**src/rtl/vm2002_pkg.sv**
```systemverilog
// Shared types and coin valuation for the vending machine controller.
package vm2002_pkg;

    typedef enum logic [2:0] {
        COIN_NONE,
        COIN_NICKEL,
        COIN_DIME,
        COIN_QUARTER,
        COIN_DOLLAR
    } coin_t;

    typedef enum logic [1:0] {
        ST_IDLE,
        ST_CREDIT,
        ST_VEND,
        ST_CHANGE
    } state_t;

    typedef enum logic [2:0] {
        S_IDLE,
        S_CREDIT,
        S_VENDED,
        S_NO_STOCK,
        S_LOW_FUNDS,
        S_REFUND,
        S_RESTOCK_ERR
    } status_t;

    function automatic logic [6:0] coin_value(input coin_t c);
        case (c)
            COIN_NICKEL:  return 7'd5;
            COIN_DIME:    return 7'd10;
            COIN_QUARTER: return 7'd25;
            COIN_DOLLAR:  return 7'd100;
            default:      return 7'd0;
        endcase
    endfunction

endpackage

```
**src/rtl/vend_inventory.sv**
```systemverilog
// Per-lane stock and price storage with a checked restock write port,
// a combinational read port and a single-unit decrement port.
module vend_inventory #(
    parameter int N_ITEMS    = 8,
    parameter int SLOT_DEPTH = 16,
    parameter int COST_W     = 16,
    parameter int IDX_W      = $clog2(N_ITEMS),
    parameter int CNT_W      = $clog2(SLOT_DEPTH + 1)
) (
    input  logic              clk,
    input  logic              rst,
    input  logic              wr_en,
    input  logic [IDX_W-1:0]  wr_item,
    input  logic [CNT_W-1:0]  wr_count,
    input  logic [COST_W-1:0] wr_cost,
    output logic              wr_err,
    input  logic [IDX_W-1:0]  rd_item,
    output logic [CNT_W-1:0]  rd_stock,
    output logic [COST_W-1:0] rd_cost,
    input  logic              dec_en,
    input  logic [IDX_W-1:0]  dec_item
);

    logic [CNT_W-1:0]  stock [N_ITEMS];
    logic [COST_W-1:0] cost  [N_ITEMS];
    logic [CNT_W:0]    wr_sum;

    // One spare bit so an overfull lane is detected rather than wrapped.
    assign wr_sum   = {1'b0, stock[wr_item]} + {1'b0, wr_count};
    assign wr_err   = wr_sum > (CNT_W + 1)'(SLOT_DEPTH);
    assign rd_stock = stock[rd_item];
    assign rd_cost  = cost[rd_item];

    always_ff @(posedge clk) begin
        if (rst) begin
            for (int i = 0; i < N_ITEMS; i++) begin
                stock[i] <= '0;
                cost[i]  <= '0;
            end
        end else begin
            if (wr_en && !wr_err) begin
                stock[wr_item] <= wr_sum[CNT_W-1:0];
                cost[wr_item]  <= wr_cost;
            end
            if (dec_en) begin
                stock[dec_item] <= stock[dec_item] - CNT_W'(1);
            end
        end
    end

endmodule

```
**src/rtl/vend_ctrl.sv**
```systemverilog
// Vending machine controller: coin credit, lane selection, dispense and change.
// state is exported so the FSM can be observed alongside status.
module vend_ctrl
    import vm2002_pkg::*;
#(
    parameter  int N_ITEMS    = 8,
    parameter  int SLOT_DEPTH = 16,
    parameter  int COST_W     = 16,
    localparam int IDX_W      = $clog2(N_ITEMS),
    localparam int CNT_W      = $clog2(SLOT_DEPTH + 1)
) (
    input  logic              clk,
    input  logic              rst,
    input  coin_t             coin,
    input  logic              sel_valid,
    input  logic [IDX_W-1:0]  sel_item,
    input  logic              cancel,
    input  logic              sup_valid,
    input  logic [IDX_W-1:0]  sup_item,
    input  logic [CNT_W-1:0]  sup_count,
    input  logic [COST_W-1:0] sup_cost,
    output logic              sup_ready,
    output logic              vend_valid,
    output logic [IDX_W-1:0]  vend_item,
    output logic              change_valid,
    output logic [COST_W-1:0] change_amt,
    output logic              coin_reject,
    output logic [COST_W-1:0] balance,
    output status_t           status,
    output state_t            state
);

    logic [IDX_W-1:0]  lane;
    logic [IDX_W-1:0]  rd_item;
    logic [CNT_W-1:0]  rd_stock;
    logic [COST_W-1:0] rd_cost;
    logic              wr_err;
    logic [COST_W-1:0] coin_val;
    logic [COST_W:0]   coin_sum;
    logic              coin_ok;
    logic              coin_take;
    logic              coin_rej;

    assign coin_val  = COST_W'(coin_value(coin));
    assign coin_sum  = {1'b0, balance} + {1'b0, coin_val};
    // A coin is only taken when nothing else competes for the balance this cycle.
    assign coin_ok   = (state == ST_IDLE || state == ST_CREDIT) && !sel_valid
                       && !cancel && !coin_sum[COST_W];
    assign coin_take = (coin != COIN_NONE) && coin_ok;
    assign coin_rej  = (coin != COIN_NONE) && !coin_ok;
    assign sup_ready = sup_valid && (state == ST_IDLE);
    assign rd_item   = (state == ST_VEND) ? lane : sel_item;

    vend_inventory #(
        .N_ITEMS    (N_ITEMS),
        .SLOT_DEPTH (SLOT_DEPTH),
        .COST_W     (COST_W),
        .IDX_W      (IDX_W),
        .CNT_W      (CNT_W)
    ) u_inv (
        .clk      (clk),
        .rst      (rst),
        .wr_en    (sup_ready),
        .wr_item  (sup_item),
        .wr_count (sup_count),
        .wr_cost  (sup_cost),
        .wr_err   (wr_err),
        .rd_item  (rd_item),
        .rd_stock (rd_stock),
        .rd_cost  (rd_cost),
        .dec_en   (state == ST_VEND),
        .dec_item (lane)
    );

    always_ff @(posedge clk) begin
        if (rst) begin
            state        <= ST_IDLE;
            balance      <= '0;
            lane         <= '0;
            status       <= S_IDLE;
            vend_valid   <= 1'b0;
            vend_item    <= '0;
            change_valid <= 1'b0;
            change_amt   <= '0;
            coin_reject  <= 1'b0;
        end else begin
            vend_valid   <= 1'b0;
            vend_item    <= '0;
            change_valid <= 1'b0;
            change_amt   <= '0;
            coin_reject  <= coin_rej;
            if (sup_ready) status <= wr_err ? S_RESTOCK_ERR : S_IDLE;
            if (coin_take) balance <= coin_sum[COST_W-1:0];
            case (state)
                ST_IDLE: begin
                    if (coin_take) begin
                        state  <= ST_CREDIT;
                        status <= S_CREDIT;
                    end
                end
                ST_CREDIT: begin
                    if (cancel) begin
                        state        <= ST_CHANGE;
                        change_valid <= 1'b1;
                        change_amt   <= balance;
                        status       <= S_REFUND;
                    end else if (sel_valid) begin
                        if (rd_stock == '0 || rd_cost == '0) begin
                            status <= S_NO_STOCK;
                        end else if (balance < rd_cost) begin
                            status <= S_LOW_FUNDS;
                        end else begin
                            lane       <= sel_item;
                            state      <= ST_VEND;
                            vend_valid <= 1'b1;
                            vend_item  <= sel_item;
                            status     <= S_VENDED;
                        end
                    end else if (coin_take) begin
                        status <= S_CREDIT;
                    end
                end
                ST_VEND: begin
                    // The refund pulse carries the post-purchase balance.
                    balance      <= balance - rd_cost;
                    change_valid <= 1'b1;
                    change_amt   <= balance - rd_cost;
                    state        <= ST_CHANGE;
                end
                ST_CHANGE: begin
                    balance <= '0;
                    state   <= ST_IDLE;
                end
                default: state <= ST_IDLE;
            endcase
        end
    end

endmodule

```
**config.mk**
```make
export PLATFORM = sky130hd
export DESIGN_NAME = vend_ctrl
export DESIGN_NICKNAME = d
export VERILOG_FILES = /design/src/rtl/vm2002_pkg.sv /design/src/rtl/vend_inventory.sv /design/src/rtl/vend_ctrl.sv
export SDC_FILE = /design/constraint.sdc
export NUM_CORES = 1
export LEC_CHECK = 0
export ABC_AREA = 0
export CORE_ASPECT_RATIO = 0.75
export CORE_MARGIN = 3
export CORE_UTILIZATION = 40
export CTS_BUF_LIST = sky130_fd_sc_hd__clkbuf_8
export CTS_CLUSTER_DIAMETER = 50
export DETAILED_ROUTE_END_ITERATION = 16
export GPL_TIMING_DRIVEN = 0
export SYNTH_ARGS = -nofsm -noshare
export SYNTH_HDL_FRONTEND = slang
export SYNTH_SLANG_ARGS = --single-unit
```
**constraint.sdc**
```tcl
create_clock -name clk -period 9 [get_ports clk]
set_input_delay 2.25 -clock clk [delete_from_list [all_inputs] [get_ports clk]]
set_output_delay 2.25 -clock clk [all_outputs]
set_load 0.01 [all_outputs]
```
# Yosys cells after proc, flatten, opt, wreduce, memory -nomap -nowiden
# Memory sizes are Yosys's and may differ from the RTL's. A register that Yosys moved wholly into a read port is not among the register bits.
# Index checks and enable logic that the tools add are counted.
[word_totals]
input_bits = 35
memories = 2
out_inout_bits = 44
elab_cells = 101
ram_bits = 168
reg_bits = 46
[mem_list]
columns = ["name", "depth", "word_bits", "rd", "rd_ports_with_merged_regs", "write_ports", "line_no", "source"]
rows = [
  ["u_inv.cost", 8, 16, 1, 0, 8, "vend_inventory.sv:25", "logic [COST_W-1:0] cost [N_ITEMS];"],
  ["u_inv.stock", 8, 5, 3, 1, 8, "vend_inventory.sv:24", "logic [CNT_W-1:0] stock [N_ITEMS];"],
]
[classes]
muxes = 42
bitwise_logic = 5
add_sub_neg = 4
eq_ne = 11
n_reduce_logical = 26
order_cmp = 2
[op_table]
columns = ["op", "n"]
rows = [
  ["one-hot mux 16 bit (2 select lines)", 2],
  ["two-way mux 16 bit", 3],
  ["two-way mux 3 bit", 13],
  ["one-hot mux 7 bit (4 select lines)", 1],
  ["adder 16 x 7 -> 17 bit", 1],
  ["logical NOT 16 bit", 1],
  ["< comparator 16 bit", 1],
  ["OR reduction 16 bit", 1],
  ["subtractor 16 bit", 1],
  ["OR reduction 5 bit", 3],
  ["two-way mux 1 bit", 13],
  ["two-way mux 2 bit", 5],
  ["two-way mux 5 bit", 2],
  ["inequality test 3 bit, second input constant", 3],
  ["one-hot mux 2 bit (4 select lines)", 1],
  ["logical AND 1 bit", 7],
  ["adder 5 x 5 -> 6 bit", 1],
  ["equality test 3 x 2 -> 1 bit, second input constant", 2],
  ["> comparator 6 x 5 -> 1 bit, second input constant", 1],
  ["one-hot mux 3 bit (2 select lines)", 1],
  ["nonzero test 3 bit", 2],
  ["OR reduction 6 bit", 1],
  ["logical NOT 1 bit", 5],
  ["logical NOT 5 bit", 1],
  ["12 further kinds", 18],
]

# Longest topological paths before layout
# Gate-level depths: netlist of run 1.
# An unclocked memory read counts as a cell.
[logic_depth]
depth_word = 11
ltp_mapped = 20
ltp_nobuf = 17

# By module
# Synthesis of run 1 repeated with hierarchy kept, for this count alone.
[unflattened]
hier_cells = 1109
area_unflattened_um2 = 12590.8
[by_module_without_submodules]
columns = ["mod", "cells_each", "seq_area_each_um2", "instances", "area_each_um2"]
rows = [
  ["vend_inventory", 677, 5044.8, 1, 9182.6],
  ["vend_ctrl", 432, 920.9, 1, 3408.3],
]

# Least setup slack after synthesis of run 1
# OpenSTA, ideal clock, no wires.
[synth_timing]
path_kind = "input-to-reg"
from = "in sup_item[0]"
to = "mem u_inv.cost[3][0], enable pin"
required_time_ps = 8589
path_slack_ps = 1958
arrival_time_ps = 6631
cell_stages = 16
setup_ps = 411
n_path_buf = 4
path_cell_list = "clkbuf_1 buf_1 clkbuf_1 a21oi_1 a211oi_1 a21oi_1 o21ai_0 ha_1 a21o_1 a21oi_1 xnor2_1 o41ai_2 nand4_1 or2_1 clkbuf_1 o21ai_0"
[synth_rtl]
columns = ["element", "line_no", "source"]
rows = [
  ["from (decl)", "vend_ctrl.sv:19", "input logic [IDX_W-1:0] sup_item,"],
  ["to (decl)", "vend_inventory.sv:25", ""],
]

==> results.json, run 1 <==
{
  "synthFlopType": "edfxtp_1",
  "reg2reg_depth": 19,
  "fill_cells": 2759,
  "cts_tree": "built",
  "worstPathArrival_ns": 7.79,
  "path_clk_slew_ns": 0.06,
  "synth_commonest_cells": "edfxtp_1 (168), nor2_1 (160), and2_1 (135)",
  "required_ns": 9.17,
  "grt_pass1_vias": 9583,
  "gp_congestion": 0.904,
  "drv_cap": 0,
  "dpl_cell_area_sq_um": 13600,
  "critPathSlowestCell": "clkdlybuf4s50_1",
  "fin_nets": 1394,
  "grt_pass1_wl_mm": 58.5,
  "die-area_sq_um": 32900,
  "final_cell_area_sq_um": 14400,
  "cp_slowest_stage_delay_ns": 0.63,
  "hold_viol": 0,
  "core-area_sq_um": 29700,
  "cts-root-buf": "clkbuf_8",
  "ys_seq_area_share_pct": 49.0,
  "status": "complete, no violations",
  "setup_viol": 0,
  "area_growth_pct": 16.9,
  "synth_top_cell_area_share_pct": 41.0,
  "min-delay-start": "state[1]",
  "clock_latency_ns": 0.57,
  "r2r_start": "state[0]",
  "p_leak_uw": 0.00537,
  "grt_start_max_net_pins": 17,
  "place.detailed.hpwl_mm": 27.9,
  "numCtsBuffers": 41,
  "critPathKind": "input port to register",
  "htreeDepth": 2,
  "yosys-top-cells-area": "edfxtp_1 (41%), dfxtp_1 (8.0%), and2_1 (6.9%), nor2_1 (4.9%), ha_1 (3.5%)",
  "drt-initial-drc-count": 861,
  "syn_nets": 1273,
  "postRouteAntennaNets": 0,
  "cts.sinks": 217,
  "wl_per_cell_um": 22.2,
  "drc": 0,
  "syn_area_per_cell_sq_um": 10.2,
  "p_per_area_nw_per_um2": 242,
  "start_kind": "input port",
  "skew_ns": 0.0409,
  "fmax_mhz": 131,
  "rows": 54,
  "syn_inst": 1201,
  "gr-total-overflow": 0,
  "postCtsSetupBuffers": 0,
  "peakVddDrop_v": 0.000105,
  "holdCritPathClass": "register to register",
  "tightest_slew_ns": 1.15,
  "place.port_buffers": 75,
  "finalHoldWorstSlack_ns": 0.549,
  "synth_edf_count": 168,
  "path_max_fanout": 16,
  "ys_ff_latch": 217,
  "die_h_um": 158,
  "fin_crit_sh_pct": 84.6,
  "viasPerCell": 5.71,
  "syn_area_sq_um": 12300,
  "vias": 9934,
  "power_uw": 3480,
  "rsz0062_at_grt": "no",
  "grt_antenna_before_repair": 2,
  "r2r_end": "lane[2]",
  "drive_above_1_share_pct": 10.4,
  "start_util_pct": 41.5,
  "cts_resized": 0,
  "critPathBufInv": 4,
  "max_slew_margin_pct": 23.0,
  "ctsHoldBuffers": 0,
  "grt_util_all_layers_pct": 23.4,
  "min_path_cells": 2,
  "drt-total-wl_mm": 38.6,
  "dr.pass1.iters": 5,
  "r2r_setup_slack_ns": 3.23,
  "worstPathCellList": "clkdlybuf4s50_1 -> clkbuf_1 -> clkbuf_1 -> a31oi_1 -> o21ai_0 -> ha_1 -> a21o_1 -> a21oi_1 -> xnor2_1 -> o41ai_2 -> nand4_1 -> or2_1 -> clkbuf_1 -> nor3_2 -> or2_2",
  "num_io_pins": 79,
  "insertedDiodeCount": 0,
  "worstHoldEndpoint": "state[1]",
  "cts_buffer_depth": 3,
  "synthArstFlopShare_pct": 0,
  "crit_path_end_kind": "register",
  "synth_warnings": 0,
  "synth_cell_types": 68,
  "die_w_um": 209,
  "final_max_slew_viol_count": 0,
  "yosysMostFrequentCell": "edfxtp_1",
  "period_minus_slack_ns": 7.61,
  "yosys.area.top_type": "edfxtp_1",
  "cp_common_cell": "clkbuf_1",
  "cp_top_family": "simple AND/OR/NAND/NOR gates"
}
[power breakdown]
part           total [uW]  leakage, uW  internal [uW]  switching (uW)
clock network         947     0.000452            515             432
logic                1290      0.00279            496             794
registers            1240      0.00213           1160            84.1
total                3480      0.00537           2170            1310
[cell usage in the layout, fill, tap and decap left out, types with 7 or more instances in the layout]
cell             instances
nor3_1                  26
buf_2                   13
buf_6                    7
or2_2                    9
a21oi_1                 69
edfxtp_1               168
o22ai_1                 14
o21a_1                   9
xor2_1                   9
a21o_1                  11
nand3_1                 13
dfxtp_1                 49
a31oi_1                 11
inv_1                   35
o21ai_0                 53
nor2_1                 160
mux4_2                  15
clkbuf_1                30
ha_1                    34
o221ai_1                20
nand2_1                 78
and2_1                 135
a22oi_1                 14
xnor2_1                 15
a22oi_2                  8
nor2b_1                 15
clkdlybuf4s50_1         75
nand2b_1                47
mux2i_1                 35
a211oi_1                10
clkbuf_8                45
[layout make-up]
type	count	area (sq um)	share of cell area [%]
Buffer	64	333	2.31
Clock buffer	45	619	4.31
Clock inverter	23	158	1.10
Inverter	20	75.1	0.522
Multi-Input combinational cell	900	5890	40.9
Sequential cell	217	6030	41.9
Tap cell	392	490	3.41
Timing Repair Buffer	78	796	5.53
[metrics by stage]
stage / TNS, ns / setup WS [ns] / utilization (%) / std cells
floorplan: 0 / 1.96 / - / 1201
global route: 0 / 1.07 / 48.5 / 1739
CTS: 0 / 1.35 / 48.5 / 1739
detailed placement: 0 / 0.787 / 45.9 / 1671
finish: 0 / 1.39 / 48.5 / 1739
global placement: -8.86 / -0.351 / 45.7 / 1668
[registers in the layout (all words and copies together), names as in the netlist, named ones only]
register and count:
balance 16, change_amt 16, change_valid 1, coin_reject 1, lane 3, state 2, status 3, u_inv.cost 128
u_inv.stock 40, vend_item 3, vend_valid 1
[metal layers]
layer | vias up | part of all wire [%] | wire (um) | GRT usage [%]
met5 | - | 0 | 0 | 0
met4 | 0 | 2.1 | 825 | 6.32
met3 | 68 | 10 | 3860 | 6.04
met2 | 443 | 42 | 16300 | 35.3
met1 | 4805 | 46 | 17700 | 33.6
li1 | 4618 | - | - | -
[how the worst max path moves through the flow]
| stage | from | end | slack, ns | cells past startpoint |
|---|---|---|---|---|
| floorplan | sup_item[0] | u_inv.cost[3][0] | 1.96 | 16 |
| global placement | sup_item[0] | u_inv.cost[3][12] | -0.35 | 16 |
| detailed placement | sup_item[1] | u_inv.cost[0][6] | 0.79 | 13 |
| CTS | sup_item[1] | u_inv.cost[0][11] | 1.35 | 13 |
| global route | sup_item[1] | u_inv.cost[1][13] | 1.07 | 17 |
| finish | sup_item[1] | u_inv.cost[1][13] | 1.39 | 15 |
[cells by family (layout without fill, tap and decap cells)]
logic type,count (synthesis),after routing,share of synthesized area [%]
adder cells (fa/ha/maj),37,37,3.95
flip-flops,217,217,49.0
multiplexers,56,56,6.36
buffers and inverters,84,230,3.32
XOR/XNOR,24,24,1.71
AO/OA/AOI/OAI,261,261,14.0
AND/OR/NAND/NOR,522,522,21.7
[worst register-to-register path: stages, from the launching register on]
cell and delay (ns):
dfxtp_1 0.43, inv_1 0.13, ha_1 0.22, buf_4 0.18, mux2i_4 0.54, buf_4 0.38, mux2i_1 0.22, o22ai_1 0.12
a21oi_1 0.53, inv_1 0.14, fa_1 0.46, nor2b_1 0.16, o31ai_1 0.13, a21oi_1 0.34, o21ai_0 0.19, o31ai_1 0.50
nand3_1 0.25, nor3_2 0.40, mux2i_1 0.23, nor2_1 0.07
Power figures use the tool's default switching activity.
==> run 2, diff against run 1 <==
clock period = 7.5 ns   (was 9 ns; I/O delays follow)
==> run 2 against run 1 <==
Die area did not move. Utilization barely moved. Global-route usage did not move. Via count barely moved. Power rose by 20%. Final cell count did not move. Sequential cell count did not move. Wire length barely moved. Clock skew rose by 0.0025 ns. Sequential power rose by 20%. Largest power group unchanged.
==> results.json, run 2 (synthesis results as in run 1) <==
{
  "status": "complete, no violations",
  "gp_congestion": 0.904,
  "r2r_start": "state[0]",
  "area_growth_pct": 16.9,
  "path_clk_slew_ns": 0.06,
  "place.port_buffers": 75,
  "drt-total-wl_mm": 38.6,
  "biggestRegsByFlops": "u_inv.cost x128, u_inv.stock x40",
  "cp_slowest_stage_delay_ns": 0.63,
  "max_slew_margin_pct": 24.3,
  "largest_reg_flops": 128,
  "die_h_um": 158,
  "num_io_pins": 79,
  "drc": 0,
  "final_common_cell": "edfxtp_1",
  "final_max_slew_viol_count": 0,
  "insertedDiodeCount": 0,
  "fin_nets": 1394,
  "die-area_sq_um": 32900,
  "finalHoldWorstSlack_ns": 0.541,
  "rsz0062_at_grt": "no",
  "fmax_mhz": 142,
  "drt-initial-drc-count": 884,
  "postCtsSetupBuffers": 0,
  "worstPathArrival_ns": 7.26,
  "multi_input_area_sq_um": 5890,
  "drive_above_1_share_pct": 10.4,
  "critPathSlowestCell": "clkdlybuf4s50_1",
  "fin_util_pct": 48.5,
  "viasPerCell": 5.71,
  "grt_util_all_layers_pct": 23.4,
  "fin_crit_sh_pct": 94.0,
  "r2r_setup_slack_ns": 1.73,
  "skew_ns": 0.0434,
  "dr.pass1.iters": 5,
  "fill_cells": 2757,
  "start_util_pct": 41.5,
  "core-area_sq_um": 29700,
  "final.setup.tns_ns": 0,
  "htreeDepth": 2,
  "grt_pass1_wl_mm": 58.5,
  "gr-total-overflow": 0,
  "cts_buffer_depth": 3,
  "grt_antenna_before_repair": 2,
  "die_w_um": 209,
  "drv_cap": 0,
  "wl_per_cell_um": 22.2,
  "layout_common_cells": "edfxtp_1 (168), nor2_1 (160), and2_1 (135)",
  "peakVddDrop_v": 0.000127,
  "r2r_end": "lane[2]",
  "crit_path_end_kind": "register",
  "place.detailed.hpwl_mm": 27.9,
  "cts_tree": "built",
  "setup_viol": 0,
  "hold_viol": 0,
  "top_register": "u_inv.cost",
  "dp.cells": 1671,
  "start_kind": "input port",
  "clock_latency_ns": 0.58,
  "finalNonFillerCells": 1739,
  "holdCritPathClass": "register to register",
  "path_max_fanout": 16,
  "worstSetupStartpoint": "sup_item[1]",
  "grt_pass1_vias": 9583,
  "worstPathCellList": "clkdlybuf4s50_1 -> clkbuf_1 -> clkbuf_1 -> a31oi_1 -> o21ai_0 -> ha_1 -> a21o_1 -> a21oi_1 -> xnor2_1 -> o41ai_2 -> nand4_1 -> or2_1 -> clkbuf_1 -> nor3_2 -> or2_4",
  "period_minus_slack_ns": 7.05,
  "tightest_slew_ns": 1.13,
  "critPathKind": "input port to register",
  "numCtsBuffers": 41,
  "grt_start_max_net_pins": 17,
  "reg2reg_depth": 19,
  "postRouteAntennaNets": 0,
  "vias": 9937,
  "rows": 54,
  "ctsHoldBuffers": 0,
  "p_per_area_nw_per_um2": 290,
  "crit_end": "u_inv.cost[1][13]",
  "cp_common_cell": "clkbuf_1",
  "cts.sinks": 217,
  "p_leak_uw": 0.00537,
  "seqCellArea_sq_um": 6030,
  "cts-root-buf": "clkbuf_8",
  "required_ns": 7.71
}
run 2: worst min path at each step:
stage                      from             end  slack (ns)  cells after the start
floorplan           balance[15]  change_amt[15]        0.52                      2
global placement       state[1]        state[1]        0.53                      2
detailed placement     state[1]        state[1]        0.53                      2
CTS                    state[1]        state[1]        0.54                      2
global route           state[1]        state[1]        0.59                      2
finish                 state[1]        state[1]        0.54                      2
run 2: timing repair:
action / in CTS / in global routing
hold endpoints to repair: 0 / 0
gates resized for setup: 0 / 1
setup endpoints to repair: 0 / 16
run 2: where the power goes:
part	switching [uW]	total (uW)	leakage, uW	internal [uW]
registers	100	1490	0.00213	1390
logic	952	1550	0.00279	595
clock network	519	1140	0.000452	618
total	1570	4180	0.00537	2600
run 2: layout make-up:
cell class / count / share of cell area [%]
multi-input cells: 900 / 40.9
repair buffers: 78 / 5.53
flip-flops and latches: 217 / 41.9
clock buffers: 45 / 4.30
clock inverters: 23 / 1.10
inverters: 20 / 0.522
plain buffers: 64 / 2.31
well taps: 392 / 3.41
run 2: worst max-delay path, delay by kind of cell:
kind	cells	cell delay, ns
xor+xnor	1	0.15
simple gates	4	1.77
compound gates	5	1.41
buf+inv	4	1.70
fa+ha+maj	1	0.34
run 2: metal layers:
layer / share of wire (%) / GRT usage [%] / up-vias
li1: - / - / 4620
met1: 46 / 33.6 / 4806
met2: 42 / 35.3 / 441
met3: 9.8 / 6.04 / 70
met4: 2.2 / 6.32 / 0
met5: 0 / 0 / -
run 2: through the flow:
step                power (uW)  setup WS [ns]  cell area, sq um
finish                    4180          0.449             14400
detailed placement        3040         -0.338             13600
global placement          3020          -1.48             13500
CTS                       4170          0.222             14400
floorplan                 2500          0.833             12300
global route              4420          0.121             14400
